`config.mk`:
```
export PLATFORM = sky130hd
export DESIGN_NAME = slope_div19
export DESIGN_NICKNAME = d
export VERILOG_FILES = /design/src/rtl/slope_div_pkg.sv /design/src/rtl/slope_div19_addsub20.sv /design/src/rtl/slope_div19.sv
export SDC_FILE = /design/constraint.sdc
export NUM_CORES = 1
export LEC_CHECK = 0
export CORE_MARGIN = 2
export CORE_UTILIZATION = 60
export CTS_CLUSTER_SIZE = 30
export DETAILED_ROUTE_END_ITERATION = 10
export PLACE_DENSITY = 0.85
export SLEW_MARGIN = 30
export SYNTH_ARGS = -nofsm -noshare
export SYNTH_HDL_FRONTEND = slang
export SYNTH_SLANG_ARGS = --single-unit
```
`constraint.sdc`:
```
create_clock -name clk -period 8.7 [get_ports clk]
set_input_delay 1.305 -clock clk [delete_from_list [all_inputs] [get_ports clk]]
set_output_delay 1.305 -clock clk [all_outputs]
set_load 0.01 [all_outputs]
```
`src/rtl/slope_div_pkg.sv`:
```
// slope_div_pkg: shared widths, state encoding and constants for the slope divider
package slope_div_pkg;
  localparam int DIV_W = 19;
  localparam int CNT_W = 5;
  localparam logic [DIV_W-1:0] DBZ_Q = '1;
  typedef enum logic [1:0] {IDLE, CALC, FIX, DONE} state_t;
endpackage

```
`src/rtl/slope_div19_addsub20.sv`:
```
// addsub20: combinational add/subtract; sub inverts b and supplies the carry-in
module addsub20 #(
  parameter int W = 20
) (
  input  logic [W-1:0] a,
  input  logic [W-1:0] b,
  input  logic         sub,
  output logic [W-1:0] y
);
  assign y = a + (b ^ {W{sub}}) + {{(W-1){1'b0}}, sub};
endmodule

```
`src/rtl/slope_div19.sv`:
```
// slope_div19: multi-cycle unsigned non-restoring divider with valid/ready handshakes
module slope_div19 #(
  parameter int DIV_W = slope_div_pkg::DIV_W
) (
  input  logic             clk,
  input  logic             rst_n,
  input  logic             in_valid,
  output logic             in_ready,
  input  logic [DIV_W-1:0] dividend,
  input  logic [DIV_W-1:0] divisor,
  output logic             out_valid,
  input  logic             out_ready,
  output logic [DIV_W-1:0] quotient,
  output logic [DIV_W-1:0] remainder,
  output logic             div_by_zero
);
  import slope_div_pkg::*;
  state_t state, nxt;
  logic [CNT_W-1:0] cnt;
  logic [DIV_W:0] pr, opa, sum;
  logic [DIV_W-1:0] dvd, dvs, q;
  logic sub, accept, last;
  assign in_ready = state == IDLE;
  assign out_valid = state == DONE;
  assign accept = in_valid && in_ready;
  assign last = cnt == CNT_W'(DIV_W - 1);
  // CALC shifts in the next dividend bit and picks the op from the old sign; FIX only ever adds back
  assign opa = state == CALC ? {pr[DIV_W-1:0], dvd[DIV_W-1]} : pr;
  assign sub = state == CALC && !pr[DIV_W];
  addsub20 #(.W(DIV_W + 1)) u_addsub (
    .a  (opa),
    .b  ({1'b0, dvs}),
    .sub(sub),
    .y  (sum)
  );
  always_comb begin
    nxt = state;
    case (state)
      IDLE:    if (accept) nxt = divisor == '0 ? DONE : CALC;
      CALC:    if (last) nxt = FIX;
      FIX:     nxt = DONE;
      DONE:    if (out_ready) nxt = IDLE;
      default: nxt = IDLE;
    endcase
  end
  always_ff @(posedge clk or negedge rst_n)
    if (!rst_n) state <= IDLE;
    else state <= nxt;
  always_ff @(posedge clk or negedge rst_n) begin
    if (!rst_n) begin
      cnt         <= '0;
      pr          <= '0;
      dvd         <= '0;
      dvs         <= '0;
      q           <= '0;
      quotient    <= '0;
      remainder   <= '0;
      div_by_zero <= 1'b0;
    end else begin
      case (state)
        IDLE: if (accept) begin
          dvd <= dividend;
          dvs <= divisor;
          pr  <= '0;
          cnt <= '0;
          q   <= '0;
          if (divisor == '0) begin
            quotient    <= '1;
            remainder   <= dividend;
            div_by_zero <= 1'b1;
          end
        end
        CALC: begin
          pr  <= sum;
          dvd <= dvd << 1;
          q   <= {q[DIV_W-2:0], ~sum[DIV_W]};
          cnt <= cnt + 1'b1;
        end
        FIX: begin
          quotient    <= q;
          remainder   <= pr[DIV_W] ? sum[DIV_W-1:0] : pr[DIV_W-1:0];
          div_by_zero <= 1'b0;
        end
        default: ;
      endcase
    end
  end
endmodule

```
==> impl_metrics.csv, run 1 <==
group,metric,value,unit
status,outcome,"finished clean",
placement,io_buffers,82,
worst_hold_path,holdCritPathClass,"reg2reg",
critical_path,cp-end-kind,"flip-flop",
synth,synthCells,684,
timing,post-route-min-period,4.11,ns
power_and_ir_drop,pwr-share-comb,59.8,%
power_and_ir_drop,ir_worst_vdd,0.000259,V
clock_tree,root_buffer,"clkbuf_16",
floorplanning,core_area,11300,sq um
clock_tree,clock-sinks,123,
timing,tightest_slew,0.968,ns
power_and_ir_drop,p_leak,3.54,nW
synth,synthArstFlopShare,100,%
layout,register_area,3080,sq um
routing,first_iter_violations,590,
global_routing,grt_overflow_total,0,
critical_path,critPathMostFrequentCell,"o21ai_0",
floorplanning,initial_core_util,60.8,%
clock_tree,cts_tree,"built",
timing,tns,0,ns
critical_path,slowest_stage,"dfrtp_1",
synth,synth_fp_nets,751,
timing,rsz0062_at_grt,"false",
layout,nNetsFinal,811,
routing,vias,5809,
placement,hpwl,12.6,mm
routing,drc,0,
clock_tree,cts_hold_buf,0,
critical_path,r2r_setup_slack,4.59,ns
layout,syn2layout_area_growth,20.2,%
synth,yosys_warnings,0,
timing,clock_skew,0.00686,ns
global_routing,grt_pass1_wl,29.6,mm
synth,avgSynthCellArea,10.1,sq um
floorplanning,die_h,111,microns
synth,ys_types,63,
floorplanning,die_area,12300,sq um
synth,synth_seq_area_share,44.7,%
critical_path,path_max_fanout,24,
timing,clock.fmax,243,MHz
synth,synth_top_area_share,44.7,%
routing,viasPerCell,6.46,
critical_path,criticalPathCategory,"reg2reg",
power_and_ir_drop,sw_frac_of_total,45.7,%
power_and_ir_drop,seqPwrFrac,24.6,%
routing,drt-pass1-iter-count,5,
layout,num_antenna_cells,0,
clock_tree,insertion_delay,0.43,ns
synth,syn_area,6880,sq um
power_and_ir_drop,switchingPower,1.89,mW
critical_path,worstPathCellList,"inv_2, nand2_2, xnor2_1, fa_1, a21oi_1, o2bb2ai_1, o31ai_1, o21ai_0, xor2_1, mux2i_1, o21ai_0",
timing,holdWs,0.487,ns
floorplanning,rows,39,
routing,wl_per_cell,20.1,microns
power_and_ir_drop,intPower,2.24,mW
power_and_ir_drop,clockPowerShare,15.6,%
flow_run,max_cap_viol_count,0,
clock_tree,cts_buffer_depth,2,
timing,hold_viol_final,0,
timing,finalCritPeriodShare,47.2,%
global_routing,grt_pass1_vias,5684,
critical_path,start_kind,"flip-flop",
synth,synthFlopType,"dfrtp_1",
clock_tree,cts.htree.levels,4,
clock_tree,cts_setup_buffers,0,
critical_path,slowest_delay,0.97,ns
power_and_ir_drop,total_power,4.12,mW
placement,gp_congestion,0.866,
layout,drive_above_1_share,12.0,%
clock_tree,clkSlewWorstSetupHoldPaths,0.06,ns
clock_tree,cts_resized,0,
synth,synth-seq-cells,123,
timing,max-slew-margin-rel,35.5,%
critical_path,arrival,4.46,ns
global_routing,grt_max_degree,76,
clock_tree,numCtsBuffers,17,
layout,nFillCells,802,
synth,synth_top_area_cell,"dfrtp_1",
floorplanning,ios,83,
synth,synth_common_cells,"123 x dfrtp_1, 63 x nand2_1, 53 x o21ai_0, 38 x mux2_2, 37 x clkbuf_1",
layout,multi_input_area,3540,sq um
floorplanning,die_x,111,microns
synth,synth-edff-count,0,
timing,maxSlewViolCount,0,
timing,setup_viol_count_final,0,
power_and_ir_drop,p_per_area,499,nW/um^2
critical_path,critPathRequiredTime,9.05,ns
synth,yosys-top-cells-area,"dfrtp_1 45%, mux2_2 6.2%, ha_1 4.4%",
routing,wirelength,18.0,mm
global_routing,grt_usage,30.3,%
routing,ant_nets,0,
global_routing,grt_antenna_before_repair,0,
synth,yosysMostFrequentCell,"dfrtp_1",
-- final timing paths --
path                         start       endpoint  cells after the start
min in group asynchronous    rst_n    div_by_zero                      1
min                        dvd[15]        dvd[15]                      2
max                         pr[19]  remainder[12]                     11
min reg2reg                dvd[15]        dvd[15]                      2
max reg2reg                 pr[19]  remainder[12]                     11
max in group asynchronous    rst_n        dvs[17]                      2
-- layer usage --
| metal | vias to the layer above | share of wire [%] | global-route usage, % |
|---|---|---|---|
| li1 | 2643 | - | - |
| met1 | 2850 | 43 | 41.8 |
| met2 | 275 | 47 | 46.7 |
| met3 | 41 | 7.3 | 6.45 |
| met4 | 0 | 3.1 | 13.5 |
| met5 | - | 0 | 0 |
-- sequential cells by signal, indices dropped and copies added (netlist names) --
register,count
q,19
dvd,19
quotient,19
dvs,19
remainder,19
pr,20
state,2
cnt,5
div_by_zero,1
-- final cells by class --
cell class / count / share of cell area (%)
Multi-Input combinational cell: 499 / 42.9
Sequential cell: 123 / 37.2
Timing Repair Buffer: 90 / 10.7
Clock buffer: 20 / 5.64
Tap cell: 143 / 2.16
Clock inverter: 11 / 0.877
Inverter: 13 / 0.590
-- cells by family after synthesis --
family | count (synthesis) | synth area share (%)
fa+ha+maj | 25 | 4.66
flops | 123 | 44.7
xor+xnor | 40 | 5.09
buf+inv | 62 | 3.84
compound gates | 220 | 21.8
mux | 56 | 8.84
simple gates | 158 | 11.1
-- critical path: cells and delay by family (launching register included) --
family / cells / cell delay [ns]
compound gates: 5 / 1.28
xor+xnor: 2 / 0.46
fa+ha+maj: 1 / 0.46
buf+inv: 1 / 0.25
flops: 1 / 0.97
mux: 1 / 0.10
simple gates: 1 / 0.50
-- metrics by stage --
stage / util [%] / cells / setup WS [ns] / instance area (sq um)
final: 73.1 / 899 / 4.59 / 8270
after detailed placement: 68.2 / 868 / 4.23 / 7720
after CTS: 73.0 / 899 / 4.33 / 8260
after floorplan: - / 684 / 5.14 / 6880
after global placement: 68.2 / 868 / 4.35 / 7720
after global routing: 73.1 / 899 / 4.24 / 8270
-- cell usage in the layout, fill, tap and decap left out, drive strengths merged, types with 3 or more instances in the layout --
cell           count
ha                24
o22ai              6
or3                3
o211ai             3
a22oi             13
a21oi             36
o22a              19
a22o              30
clkbuf            20
o21ai             55
o21a               4
nor2              33
clkinvlp           4
clkinv             7
a31oi             23
nand2             63
and3               5
mux2              38
xnor2             27
dfrtp            123
buf                9
nor2b             16
inv               13
a211oi             3
nor3               7
nor4               6
clkdlybuf4s50     81
nand4              7
nand2b             3
nand3              8
mux2i             18
o31ai              3
a21o               7
xor2              13
-- power by group through the flow --
stage	sequential, mW	clock (mW)	combinational [mW]
2_1_floorplan	0.983	0	1.74
3_3_place_gp	1.00	0	2.33
3_5_place_dp	1.01	0	2.41
4_1_cts	1.01	0.648	2.42
5_1_grt	1.04	0.672	2.68
6_report	1.02	0.642	2.47
Note: power is estimated with default switching activity, not from simulation.
==> run 2, diff against run 1 <==
--- a/config.mk
+++ b/config.mk
@@ -6,10 +6,10 @@
 export NUM_CORES = 1
 export LEC_CHECK = 0
 export CORE_MARGIN = 2
-export CORE_UTILIZATION = 60
+export CORE_UTILIZATION = 51
 export CTS_CLUSTER_SIZE = 30
 export DETAILED_ROUTE_END_ITERATION = 10
-export PLACE_DENSITY = 0.85
+export PLACE_DENSITY = 0.77
 export SLEW_MARGIN = 30
 export SYNTH_ARGS = -nofsm -noshare
 export SYNTH_HDL_FRONTEND = slang
==> constraint.sdc (replaced) <==
create_clock -name clk -period 3.5 [get_ports clk]
set_input_delay 0.525 -clock clk [delete_from_list [all_inputs] [get_ports clk]]
set_output_delay 0.525 -clock clk [all_outputs]
set_load 0.01 [all_outputs]
==> impl_metrics.csv, run 2 (synthesis results as in run 1) <==
group,metric,value,unit
status,outcome,"finished clean",
clock_tree,cts.htree.levels,4,
power_and_ir_drop,clockPowerShare,17.4,%
global_routing,grt_pass1_vias,5567,
timing,finalWorstSetupSlack,0.166,ns
critical_path,arrival,3.61,ns
power_and_ir_drop,seqPwrFrac,22.9,%
critical_path,cp-end-kind,"flip-flop",
critical_path,start_kind,"flip-flop",
power_and_ir_drop,p_leak,3.71,nW
routing,vias,5781,
global_routing,grt_max_degree,100,
power_and_ir_drop,sw_frac_of_total,43.5,%
placement,gp_congestion,0.914,
routing,first_iter_violations,669,
critical_path,criticalPathCategory,"reg2reg",
critical_path,critPathRequiredTime,3.77,ns
floorplanning,core_area,13200,sq um
layout,mostFrequentLayoutCell,"dfrtp_1",
layout,final_cells,955,
clock_tree,numCtsBuffers,17,
timing,clock_skew,0.00856,ns
clock_tree,cts_setup_buffers,0,
routing,wirelength,18.1,mm
timing,setup_viol_count_final,0,
routing,drt-pass1-iter-count,5,
power_and_ir_drop,p_per_area,1260,nW/um^2
floorplanning,die_x,120,microns
routing,drc,0,
placement,post-place-ws,0.0700,ns
timing,holdWs,0.0103,ns
floorplanning,initial_core_util,52.2,%
layout,final_cell_mix,"123 x dfrtp_1, 81 x clkdlybuf4s50_1, 62 x nand2_1",
layout,register_area,3080,sq um
layout,regMostFlops,"pr",
placement,io_buffers,82,
routing,viasPerCell,6.05,
layout,drive_above_1_share,14.6,%
layout,nFillCells,1031,
layout,nNetsFinal,833,
timing,tightest_slew,0.562,ns
timing,finalCritPeriodShare,95.3,%
layout,design_area,8640,sq um
timing,hold_viol_final,0,
layout,syn2layout_area_growth,25.6,%
clock_tree,cts_tree,"built",
power_and_ir_drop,ir_worst_vdd,0.000575,V
layout,multi_input_area,3560,sq um
floorplanning,die_h,120,microns
floorplanning,ios,83,
clock_tree,clock-sinks,123,
clock_tree,root_buffer,"clkbuf_16",
layout,post-route-util,65.5,%
timing,max-slew-margin-rel,62.5,%
global_routing,grt_antenna_before_repair,0,
timing,rsz0062_at_grt,"false",
layout,num_antenna_cells,0,
layout,largest_reg_flops,20,
clock_tree,cts_buffer_depth,2,
timing,clock.fmax,300,MHz
clock_tree,clkSlewWorstSetupHoldPaths,0.06,ns
global_routing,grt_usage,25.9,%
routing,ant_nets,0,
power_and_ir_drop,total_power,10.9,mW
floorplanning,rows,42,
critical_path,path_max_fanout,22,
placement,hpwl,13.0,mm
timing,post-route-min-period,3.33,ns
routing,wl_per_cell,19.0,microns
power_and_ir_drop,intPower,6.14,mW
power_and_ir_drop,switchingPower,4.73,mW
global_routing,grt_pass1_wl,29.2,mm
placement,dp.cells,922,
flow_run,max_cap_viol_count,0,
timing,maxSlewViolCount,0,
timing,tns,0,ns
power_and_ir_drop,pwr-share-comb,59.7,%
clock_tree,insertion_delay,0.41,ns
placement,placed_cell_area,7950,sq um
floorplanning,die_area,14400,sq um
global_routing,grt_overflow_total,0,
worst_hold_path,holdCritPathClass,"in2async",
## run 2: changes by cell type in the layout (fill, tap and decap cells not counted), sizes merged
cell	delta
buf	+21
bufinv	+4
clkinvlp	-3
clkinv	-2
inv	+2
clkbuf	+1
## run 2: what timing repair did
item,4_1_cts,5_1_grt
resized for setup,0,4
endpoints found under the setup margin,0,11
hold buffers,0,0
## run 2: area by class of cell
type,count,share of cell area [%]
well taps,176,2.55
flip-flops and latches,123,35.6
clock inverters,12,2.14
inverters,13,0.565
repair buffers,112,12.6
clock buffers,20,5.29
multi-input cells,499,41.3
## run 2: critical path, cell delays in order, from the launching register on
cell	delay [ns]
dfrtp_1	0.42
inv_1	0.14
ha_4	0.21
buf_12	0.18
and3b_1	0.21
or2_2	0.28
fa_1	0.40
a21oi_1	0.22
o2bb2ai_1	0.14
o31ai_2	0.21
buf_4	0.18
nor3_1	0.05
nor2_1	0.13
xor2_1	0.27
a211oi_1	0.12
## run 2: power by group through the flow
stage	clock network, mW	registers, mW	logic, mW
2_1_floorplan	0	2.44	4.33
3_3_place_gp	0	2.46	6.29
3_5_place_dp	0	2.49	6.33
4_1_cts	1.92	2.48	6.36
5_1_grt	1.98	2.55	7.11
6_report	1.90	2.49	6.49
## run 2: path summary, 6_finish.rpt
| kind | slack, ns | start | cells past startpoint | endpoint |
|---|---|---|---|---|
| max | 0.17 | state[1] | 14 | remainder[18] |
| min | 0.01 | rst_n | 1 | cnt[3] |
| max reg2reg | 0.17 | state[1] | 14 | remainder[18] |
| min reg2reg | 0.49 | div_by_zero | 1 | div_by_zero |
| max in group asynchronous | 2.64 | rst_n | 2 | quotient[12] |
| min in group clk | 0.49 | div_by_zero | 1 | div_by_zero |
## run 2: metal layers
metal  global-route usage, %  part of all wire [%]  vias to the layer above
met5                       0                     0                        -
met4                    8.31                   1.5                        0
met3                    4.04                   6.5                       24
met2                    39.0                    45                      254
met1                    38.2                    47                     2817
li1                        -                     -                     2686
==> run 3, diff against run 2 <==
--- a/config.mk
+++ b/config.mk
@@ -10,6 +10,7 @@
 export CTS_CLUSTER_SIZE = 30
 export DETAILED_ROUTE_END_ITERATION = 10
 export PLACE_DENSITY = 0.77
+export SETUP_SLACK_MARGIN = 0.02
 export SLEW_MARGIN = 30
 export SYNTH_ARGS = -nofsm -noshare
 export SYNTH_HDL_FRONTEND = slang
==> impl_metrics.csv, run 3 (synthesis results as in run 1) <==
group,metric,value,unit
critical_path,r2r_setup_slack,0.22,ns
power_and_ir_drop,ir_worst_vdd,0.000574,V
floorplanning,initial_core_util,52.2,%
power_and_ir_drop,clockPowerShare,17.4,%
flow_run,max_cap_viol_count,0,
layout,regMostFlops,"pr",
critical_path,critPathRequiredTime,3.77,ns
layout,largest_reg_flops,20,
placement,gp_congestion,0.914,
critical_path,r2r-start,"state[1]",
clock_tree,cts_tree,"built",
timing,hold_viol_final,0,
clock_tree,cts_setup_buffers,0,
clock_tree,insertion_delay,0.41,ns
power_and_ir_drop,seqPwrFrac,22.8,%
routing,wl_per_cell,18.9,microns
critical_path,slowest_stage,"fa_1",
timing,post-route-min-period,3.28,ns
worst_hold_path,holdCritPathClass,"in2async",
power_and_ir_drop,p_per_area,1260,nW/um^2
floorplanning,ios,83,
status,outcome,"finished clean",
layout,nFillCells,1029,
critical_path,cp-end-kind,"flip-flop",
power_and_ir_drop,switchingPower,4.73,mW
critical_path,slowest_delay,0.42,ns
critical_path,crit_path_start,"state[1]",
layout,nNetsFinal,833,
clock_tree,numCtsBuffers,17,
routing,ant_nets,0,
clock_tree,cts_buffer_depth,2,
routing,drt-pass1-iter-count,5,
timing,maxSlewViolCount,0,
power_and_ir_drop,p_leak,3.71,nW
global_routing,grt_overflow_total,0,
layout,design_area,8640,sq um
timing,finalCritPeriodShare,93.7,%
global_routing,grt_antenna_before_repair,0,
routing,drc,0,
layout,num_antenna_cells,0,
routing,wirelength,18.1,mm
routing,wl_met3,1.24,mm
floorplanning,rows,42,
floorplanning,core_area,13200,sq um
global_routing,grt_max_degree,100,
layout,final_cell_mix,"123 x dfrtp_1, 81 x clkdlybuf4s50_1, 62 x nand2_1",
layout,post-route-util,65.5,%
timing,setup_viol_count_final,0,
clock_tree,clkSlewWorstSetupHoldPaths,0.06,ns
global_routing,grt_usage,25.9,%
critical_path,reg2reg_depth,14,
placement,placed_cell_area,7950,sq um
layout,multi_input_area,3570,sq um
timing,tns,0,ns
layout,register_area,3080,sq um
critical_path,worstPathCellList,"inv_1, ha_4, buf_12, and3b_1, or2_2, fa_1, a21oi_2, o2bb2ai_1, o31ai_2, buf_4, nor3_1, nor2_1, xor2_1, a211oi_1",
clock_tree,cts.htree.levels,4,
critical_path,path_delay_family,"simple AND/OR/NAND/NOR gates",
timing,clock_skew,0.00831,ns
critical_path,arrival,3.55,ns
power_and_ir_drop,sw_frac_of_total,43.5,%
critical_path,critPathCapture,"remainder[18]",
power_and_ir_drop,total_power,10.9,mW
routing,viasPerCell,6.00,
critical_path,path_depth,14,
timing,max-slew-margin-rel,63.3,%
power_and_ir_drop,intPower,6.15,mW
routing,vias,5733,
routing,m1WireLength,8.30,mm
clock_tree,clock-sinks,123,
placement,hpwl,13.0,mm
power_and_ir_drop,pwr-share-comb,59.8,%
floorplanning,die_area,14400,sq um
critical_path,path_max_fanout,22,
timing,rsz0062_at_grt,"false",
layout,mostFrequentLayoutCell,"dfrtp_1",
critical_path,worst-path-buf-inv,3,
layout,drive_above_1_share,14.8,%
placement,io_buffers,82,
floorplanning,die_h,120,microns
clock_tree,root_buffer,"clkbuf_16",
critical_path,criticalPathCategory,"reg2reg",
critical_path,r2r-end,"remainder[18]",
timing,tightest_slew,0.544,ns
timing,clock.fmax,305,MHz
layout,syn2layout_area_growth,25.6,%
global_routing,grt_pass1_wl,29.2,mm
global_routing,grt_pass1_vias,5567,
critical_path,start_kind,"flip-flop",
routing,top_layer,"met4",
routing,first_iter_violations,538,
routing,wl_met2,8.26,mm
floorplanning,die_x,120,microns
==> run 3: cell counts in the layout (fill, tap and decap cells not counted) <==
No cell type changed its count.
==> run 3: worst min-delay path by stage <==
stage / endpoint / slack, ns / depth (start not counted)
after floorplan: cnt[0] / 0.23 / 0
after global placement: cnt[4] / 0.44 / 1
after detailed placement: cnt[3] / 0.45 / 1
after CTS: cnt[3] / 0.008 / 1
after global routing: cnt[3] / 0.02 / 1
final: cnt[0] / 0.008 / 1
==> run 3: per-layer routing <==
layer / up-vias / track usage [%]
met5: - / 0
met4: 0 / 8.31
met3: 22 / 4.04
met2: 240 / 39.0
met1: 2787 / 38.2
li1: 2684 / -
==> run 3: layout make-up <==
| type | instances | area share, % |
|---|---|---|
| Inverter | 13 | 0.565 |
| Clock buffer | 20 | 5.28 |
| Clock inverter | 12 | 2.14 |
| Multi-Input combinational cell | 499 | 41.3 |
| Sequential cell | 123 | 35.6 |
| Timing Repair Buffer | 112 | 12.6 |
| Tap cell | 176 | 2.55 |
==> run 3: timing repair <==
item                                    4_1_cts  5_1_grt
hold buffers                                  0        0
endpoints found under the setup margin        0       12
hold endpoints to repair                      0        0
gates resized for setup                       0        5
==> run 3: metrics by stage <==
step	hold slack [ns]	instances	worst slack, ns
floorplan	0.229	684	0.0474
global placement	0.444	922	0.178
detailed placement	0.448	922	0.0700
CTS	0.00761	954	0.0435
global route	0.0222	955	0.0527
finish	0.00782	955	0.222
==> run 3: worst register-to-register path, delay by kind of cell (launching register included) <==
kind	cells	cell delay, ns
simple gates	4	0.68
fa+ha+maj	2	0.64
compound gates	4	0.63
buf+inv	3	0.50
flops	1	0.41
xor+xnor	1	0.27
==> run 3: power by group through the flow <==
stage / clock network (mW) / registers (mW) / logic, mW
6_report: 1.89 / 2.48 / 6.50
5_1_grt: 1.98 / 2.55 / 7.12
4_1_cts: 1.92 / 2.48 / 6.36
3_5_place_dp: 0 / 2.49 / 6.33
3_3_place_gp: 0 / 2.46 / 6.29
2_1_floorplan: 0 / 2.44 / 4.33
